===== config.mk =====
export PLATFORM = sky130hd
export DESIGN_NAME = seg7_scan_ctrl
export DESIGN_NICKNAME = d
export VERILOG_FILES = /design/src/rtl/seg7_scan_ctrl.sv
export SDC_FILE = /design/constraint.sdc
export NUM_CORES = 1
export LEC_CHECK = 0
export ABC_AREA = 1
export CAP_MARGIN = 20
export CORE_MARGIN = 4
export CORE_UTILIZATION = 55
export DETAILED_ROUTE_END_ITERATION = 12
export PLACE_DENSITY = 0.79
export SLEW_MARGIN = 20
export SYNTH_ARGS = -nofsm -noshare
export SYNTH_HDL_FRONTEND = slang
export SYNTH_SLANG_ARGS = --single-unit

===== constraint.sdc =====
create_clock -name led_clk -period 2.8 [get_ports led_clk]
set_input_delay 0.56 -clock led_clk [delete_from_list [all_inputs] [get_ports led_clk]]
set_output_delay 0.56 -clock led_clk [all_outputs]
set_load 0.02 [all_outputs]

===== src/rtl/seg7_scan_ctrl.sv =====
// seg7_scan_ctrl
// Multiplexed 8-digit seven-segment scan controller running on led_clk.
// The asynchronous CPU word is double-sampled. It is copied into a shadow
// register only at a frame boundary, and only when two consecutive samples
// agree, so a frame never shows a torn value. Each digit slot starts with a
// blank dead time (anti-ghosting). That is followed by a brightness-controlled
// on-window. Leading zeros can be suppressed, and a per-digit decimal-point
// mask is supported. AN and SEG are both registered and always move together.

module seg7_scan_ctrl #(
    parameter int SLOT_TICKS = 16,
    parameter int DEAD_TICKS = 1
) (
    input  logic        led_clk,
    input  logic        rst,
    input  logic [31:0] data_in,
    input  logic [7:0]  dp_in,
    input  logic        blank_lz,
    input  logic [3:0]  brightness,
    output logic [7:0]  AN,
    output logic [7:0]  SEG,
    output logic        frame_tick
);

    // Slot counter width: SLOT_TICKS is at most 256, so c never needs more than 8 bits.
    localparam int CW = (SLOT_TICKS > 2) ? $clog2(SLOT_TICKS) : 1;
    localparam logic [CW-1:0] C_LAST = CW'(SLOT_TICKS - 1);
    // Window arithmetic is done at 10 bits: DEAD_TICKS + 15 can exceed 255.
    localparam logic [9:0] DEAD_W = 10'(DEAD_TICKS);

    // Active-low {g,f,e,d,c,b,a} pattern for one hex nibble.
    function automatic logic [6:0] hex_to_seg(input logic [3:0] nib);
        logic [6:0] seg;
        case (nib)
            4'h0:    seg = 7'h40;
            4'h1:    seg = 7'h79;
            4'h2:    seg = 7'h24;
            4'h3:    seg = 7'h30;
            4'h4:    seg = 7'h19;
            4'h5:    seg = 7'h12;
            4'h6:    seg = 7'h02;
            4'h7:    seg = 7'h78;
            4'h8:    seg = 7'h00;
            4'h9:    seg = 7'h10;
            4'hA:    seg = 7'h08;
            4'hB:    seg = 7'h03;
            4'hC:    seg = 7'h46;
            4'hD:    seg = 7'h21;
            4'hE:    seg = 7'h06;
            4'hF:    seg = 7'h0E;
            default: seg = 7'h7F;
        endcase
        return seg;
    endfunction

    // True when every nibble from position 'first' up to 7 is zero.
    function automatic logic nibbles_zero_from(input logic [31:0] data, input logic [2:0] first);
        logic zero;
        zero = 1'b1;
        for (int i = 0; i < 8; i++) begin
            if ((i >= int'(first)) && (data[4*i +: 4] != 4'h0)) begin
                zero = 1'b0;
            end else begin
                zero = zero;
            end
        end
        return zero;
    endfunction

    // Scan state
    logic [CW-1:0] c_r;
    logic [2:0]    d_r;

    // Input sampler and per-frame shadow
    logic [31:0] samp_data_r;
    logic [7:0]  samp_dp_r;
    logic [31:0] shadow_data_r;
    logic [7:0]  shadow_dp_r;

    // Registered outputs
    logic [7:0] an_r;
    logic [7:0] seg_r;
    logic       frame_tick_r;

    // Combinational helpers
    logic       boundary_s;
    logic       stable_s;
    logic [9:0] c_ext_s;
    logic       window_s;
    logic [3:0] cur_nib_s;
    logic       cur_dp_s;
    logic       lz_s;
    logic       lit_s;
    logic [7:0] an_next_s;
    logic [7:0] seg_next_s;

    // Last cycle of the frame: last digit, last tick of its slot.
    assign boundary_s = (d_r == 3'd7) && (c_r == C_LAST);

    // Input is stable when it matches last cycle's sample, so one clean edge
    // separates any change from the shadow load.
    assign stable_s = (data_in == samp_data_r) && (dp_in == samp_dp_r);

    // c is always below SLOT_TICKS, so the upper bound only needs DEAD+brightness.
    assign c_ext_s  = {{(10 - CW){1'b0}}, c_r};
    assign window_s = (c_ext_s >= DEAD_W) && (c_ext_s < (DEAD_W + {6'd0, brightness}));

    assign cur_nib_s = shadow_data_r[{d_r, 2'b00} +: 4];
    assign cur_dp_s  = shadow_dp_r[d_r];

    // Digit 0 always shows, so a zero word still reads "0".
    assign lz_s = blank_lz && (d_r != 3'd0) && nibbles_zero_from(shadow_data_r, d_r);

    // A blanked digit still lights its anode when it has to show its decimal point.
    assign lit_s = window_s && (!lz_s || cur_dp_s);

    // Next anode/cathode pattern; cathodes stay dark whenever the anode is off.
    always_comb begin
        an_next_s  = 8'hFF;
        seg_next_s = 8'hFF;
        if (lit_s) begin
            an_next_s = ~(8'h01 << d_r);
            if (lz_s) begin
                seg_next_s = {~cur_dp_s, 7'h7F};
            end else begin
                seg_next_s = {~cur_dp_s, hex_to_seg(cur_nib_s)};
            end
        end else begin
            an_next_s  = 8'hFF;
            seg_next_s = 8'hFF;
        end
    end

    // Slot tick and digit counters; digit advances when the slot wraps.
    always_ff @(posedge led_clk) begin
        if (rst) begin
            c_r <= '0;
            d_r <= 3'd0;
        end else if (c_r == C_LAST) begin
            c_r <= '0;
            d_r <= d_r + 3'd1;
        end else begin
            c_r <= c_r + CW'(1);
            d_r <= d_r;
        end
    end

    // Every-cycle sample of the asynchronous CPU word and DP mask.
    always_ff @(posedge led_clk) begin
        if (rst) begin
            samp_data_r <= 32'h0000_0000;
            samp_dp_r   <= 8'h00;
        end else begin
            samp_data_r <= data_in;
            samp_dp_r   <= dp_in;
        end
    end

    // Shadow only changes at a frame boundary with stable input; otherwise retry next frame.
    always_ff @(posedge led_clk) begin
        if (rst) begin
            shadow_data_r <= 32'h0000_0000;
            shadow_dp_r   <= 8'h00;
        end else if (boundary_s && stable_s) begin
            shadow_data_r <= samp_data_r;
            shadow_dp_r   <= samp_dp_r;
        end else begin
            shadow_data_r <= shadow_data_r;
            shadow_dp_r   <= shadow_dp_r;
        end
    end

    // Output register: AN, SEG and frame_tick reflect the previous cycle's scan state.
    always_ff @(posedge led_clk) begin
        if (rst) begin
            an_r         <= 8'hFF;
            seg_r        <= 8'hFF;
            frame_tick_r <= 1'b0;
        end else begin
            an_r         <= an_next_s;
            seg_r        <= seg_next_s;
            frame_tick_r <= boundary_s;
        end
    end

    assign AN         = an_r;
    assign SEG        = seg_r;
    assign frame_tick = frame_tick_r;

endmodule

==> results.txt <==
DIE HEIGHT: 106 um
DP HPWL: 8.64 mm
CTS hold repair buffers: 0
Required @ worst endpoint: 3.04 ns
first-pass GRT wire length: 19.6 mm
Max Clock Freq: 415 MHz
CTS Sinks: 104
metal3 WL: 502 um
Post-Syn Instances: 775
crit path kind: flop to flop
initial DRC count: 269
Fin. Hold Viols: 0
Synth area leaders: dfxtp_1 39%, nand2_1 14%, nor2_1 8.5%
nature of the critical path endpoint: flop
PD cells: 451 nW/um2
Crit path top cell by count: o21ai_0
pin slew with the least headroom to its limit: 0.752 ns
Final ANT Viol Nets: 0
Synthesized Nets: 841
area grow syn2layout: 16.1%
Worst-path clk slew: 0.10 ns
overall power: 2770 uW
Ant. Diodes: 0
Yosys reg bits: 104
Detail Route met2 WL: 5.40 mm
Layout Utilization: 0.661
DR vias/cell: 4.99
CP startpoint kind: flop
total I/O pin count: 64
largest net degree at the start of global routing: 49
Die X-Extent: 106 um
Post-CTS Setup Bufs: 0
Worst Path Max Fanout: 17
total grt overflow: 0
Worst Hold Class: flop to flop
# port buffers: 63
average size of a mapped cell: 6.83 um2
number of core rows: 35
Skew-Pair Late Insertion Delay: 0.36 ns
CP Cell Sequence: buf_4 > inv_1 > o21ai_0 > o21ai_0 > nor2_1 > inv_1 > ha_1 > nand2_1 > o21ai_0 > nand2_1 > nand3_1
Worst Hold Launch: shadow_dp_r[3]
GPL Wtd Cong: 0.915
antenna violations before repair: 0
number of iterations in the first detailed-routing pass: 5
routed wire length: 11.5 mm
Netlist Area Pre-Place: 5290 um2
post-synth top area cell: dfxtp_1
H-tree levels: 3
outcome: finished, final reports clean
Reg2Reg Capture Point: SEG[3]
Worst R2R Path Depth: 11
Syn. warnings: 0
Vias: 4,793
wire length per cell: 12.0 um
met1 wire length: 5.40 mm
Die ar.: 11,300 um2
Num CTS Buffers: 9
clock buffer depth: 2
Slowest cell on crit path: dfxtp_1
maximum vdd drop: 0.292 mV
Setup Skew: 0.0184 ns
share of the synthesized area in the top cell type: 0.394
Seq/Total Area, Yosys: 0.394
cell depth of the worst hold path: 2
setup TNS: 0 ns
vias in the first global route: 4,430
Setup Viol. Count Final: 0
worst r2r src: d_r[0]
DR DRC count: 0
critical path data arrival time: 2.65 ns
# resized after CTS: 0
Distinct cells, synth: 31
# Max-Cap Violations: 0
Initial Utilization: 0.570
Fillers: 832
Worst Hold End: shadow_dp_r[3]
Slew headroom: 0.498
GRT Total Usage: 0.209
crit-path max cell delay: 0.38 ns
top sig layer: met4
R2R Setup Slk: 0.39 ns
CORE AREA: 9280 um2
nets: 892
Tmin final: 2.41 ns
CTS tree: built
Leak: 0.00280 uW
Tcrit/Tclk final: 0.860
Slew Viols, Final: 0
CTS Root Cell: clkbuf_8
share of layout cells above drive strength 1: 0.0505
unrepaired setup endpoints after global routing: false
## layout make-up
| cell class | count | area (um2) | share of cell area |
|---|---|---|---|
| Inverter | 115 | 432 | 0.0703 |
| Timing Repair Buffer | 71 | 741 | 0.121 |
| Clock inverter | 3 | 23.8 | 0.00387 |
| Tap cell | 129 | 161 | 0.0263 |
| Clock buffer | 13 | 169 | 0.0275 |
| Sequential cell | 104 | 2080 | 0.339 |
| Multi-Input combinational cell | 525 | 2530 | 0.412 |
## per-stage QoR
stage	hold slack, ns	instance area [um2]	worst slack [ns]	instances
finish	0.493	6140	0.391	960
global route	0.517	6140	0.111	960
CTS	0.491	6140	0.428	960
detailed placement	0.469	5950	0.127	944
global placement	0.461	5950	0.253	944
floorplan	0.446	5290	0.842	775
## placed cells by master (no fill, tap or decap), types with 2 or more instances in the layout
master | synthesis | layout
xnor2_1 | 8 | 8
o22ai_1 | 2 | 2
a21oi_1 | 47 | 47
nor2_1 | 120 | 120
nor2_4 | 4 | 4
buf_4 | 5 | 4
inv_2 | 3 | 3
nand4_1 | 12 | 12
nor3_1 | 3 | 3
buf_12 | 0 | 4
clkdlybuf4s50_1 | 0 | 63
or2_2 | 2 | 2
nor2_2 | 4 | 4
clkinvlp_4 | 0 | 2
o211ai_1 | 12 | 12
nand2_2 | 3 | 3
nand3_1 | 63 | 63
clkbuf_8 | 0 | 12
dfxtp_1 | 104 | 104
o21ai_0 | 28 | 28
inv_1 | 111 | 111
ha_1 | 19 | 19
nand2_1 | 191 | 191
## synthesized netlist by cell type (all sizes together)
library cell	n
o21a	1
a21oi	47
clkinv	1
nand2	194
nand3	64
nor3	3
ha	19
o31ai	1
o211ai	12
o21ai	28
nand4	13
xor2	1
o22ai	2
nor2	129
xnor2	8
a31oi	1
buf	25
inv	114
or2	2
dfxtp	104
clkbuf	6
## flip-flops by register name, indices dropped and copies added (netlist names)
name	count
shadow_data_r	32
AN	8
frame_tick	1
samp_dp_r	8
SEG	8
c_r	4
samp_data_r	32
shadow_dp_r	8
d_r	3
## worst max-delay path, delay by kind of cell (launching register included)
kind / cells / cell delay [ns]
buf+inv: 3 / 0.61
simple gates: 4 / 0.58
compound gates: 3 / 0.51
flops: 1 / 0.38
fa+ha+maj: 1 / 0.22
## logic make-up (layout without fill, tap and decap cells)
family	Yosys count	in the layout	synth area share
AND/OR/NAND/NOR	405	405	0.325
buffers and inverters	146	202	0.128
flip-flops	104	104	0.394
AO/OA/AOI/OAI	92	92	0.0944
adder cells (fa/ha/maj)	19	19	0.0449
XOR/XNOR	9	9	0.0149
## power breakdown
| part | internal, uW | total (uW) | switching [uW] |
|---|---|---|---|
| combinational | 150 | 313 | 163 |
| clock | 401 | 908 | 508 |
| sequential | 1530 | 1550 | 24.2 |
| total | 2080 | 2770 | 695 |
## how the worst max path moves through the flow
stage,start,to,slack [ns],depth (start not counted)
detailed placement,brightness[0],SEG[1],0.13,12
floorplan,brightness[0],SEG[1],0.84,11
finish,d_r[0],SEG[3],0.39,11
global placement,brightness[0],SEG[2],0.25,12
global route,d_r[0],SEG[5],0.11,11
CTS,d_r[0],SEG[3],0.43,12
## per-layer routing
metal | GRT usage | up-vias
met3 | 0.0352 | 13
met2 | 0.352 | 111
met5 | 0 | -
li1 | - | 2505
met4 | 0.0601 | 0
met1 | 0.276 | 2164
No activity file was read; power rests on OpenSTA's default activity.
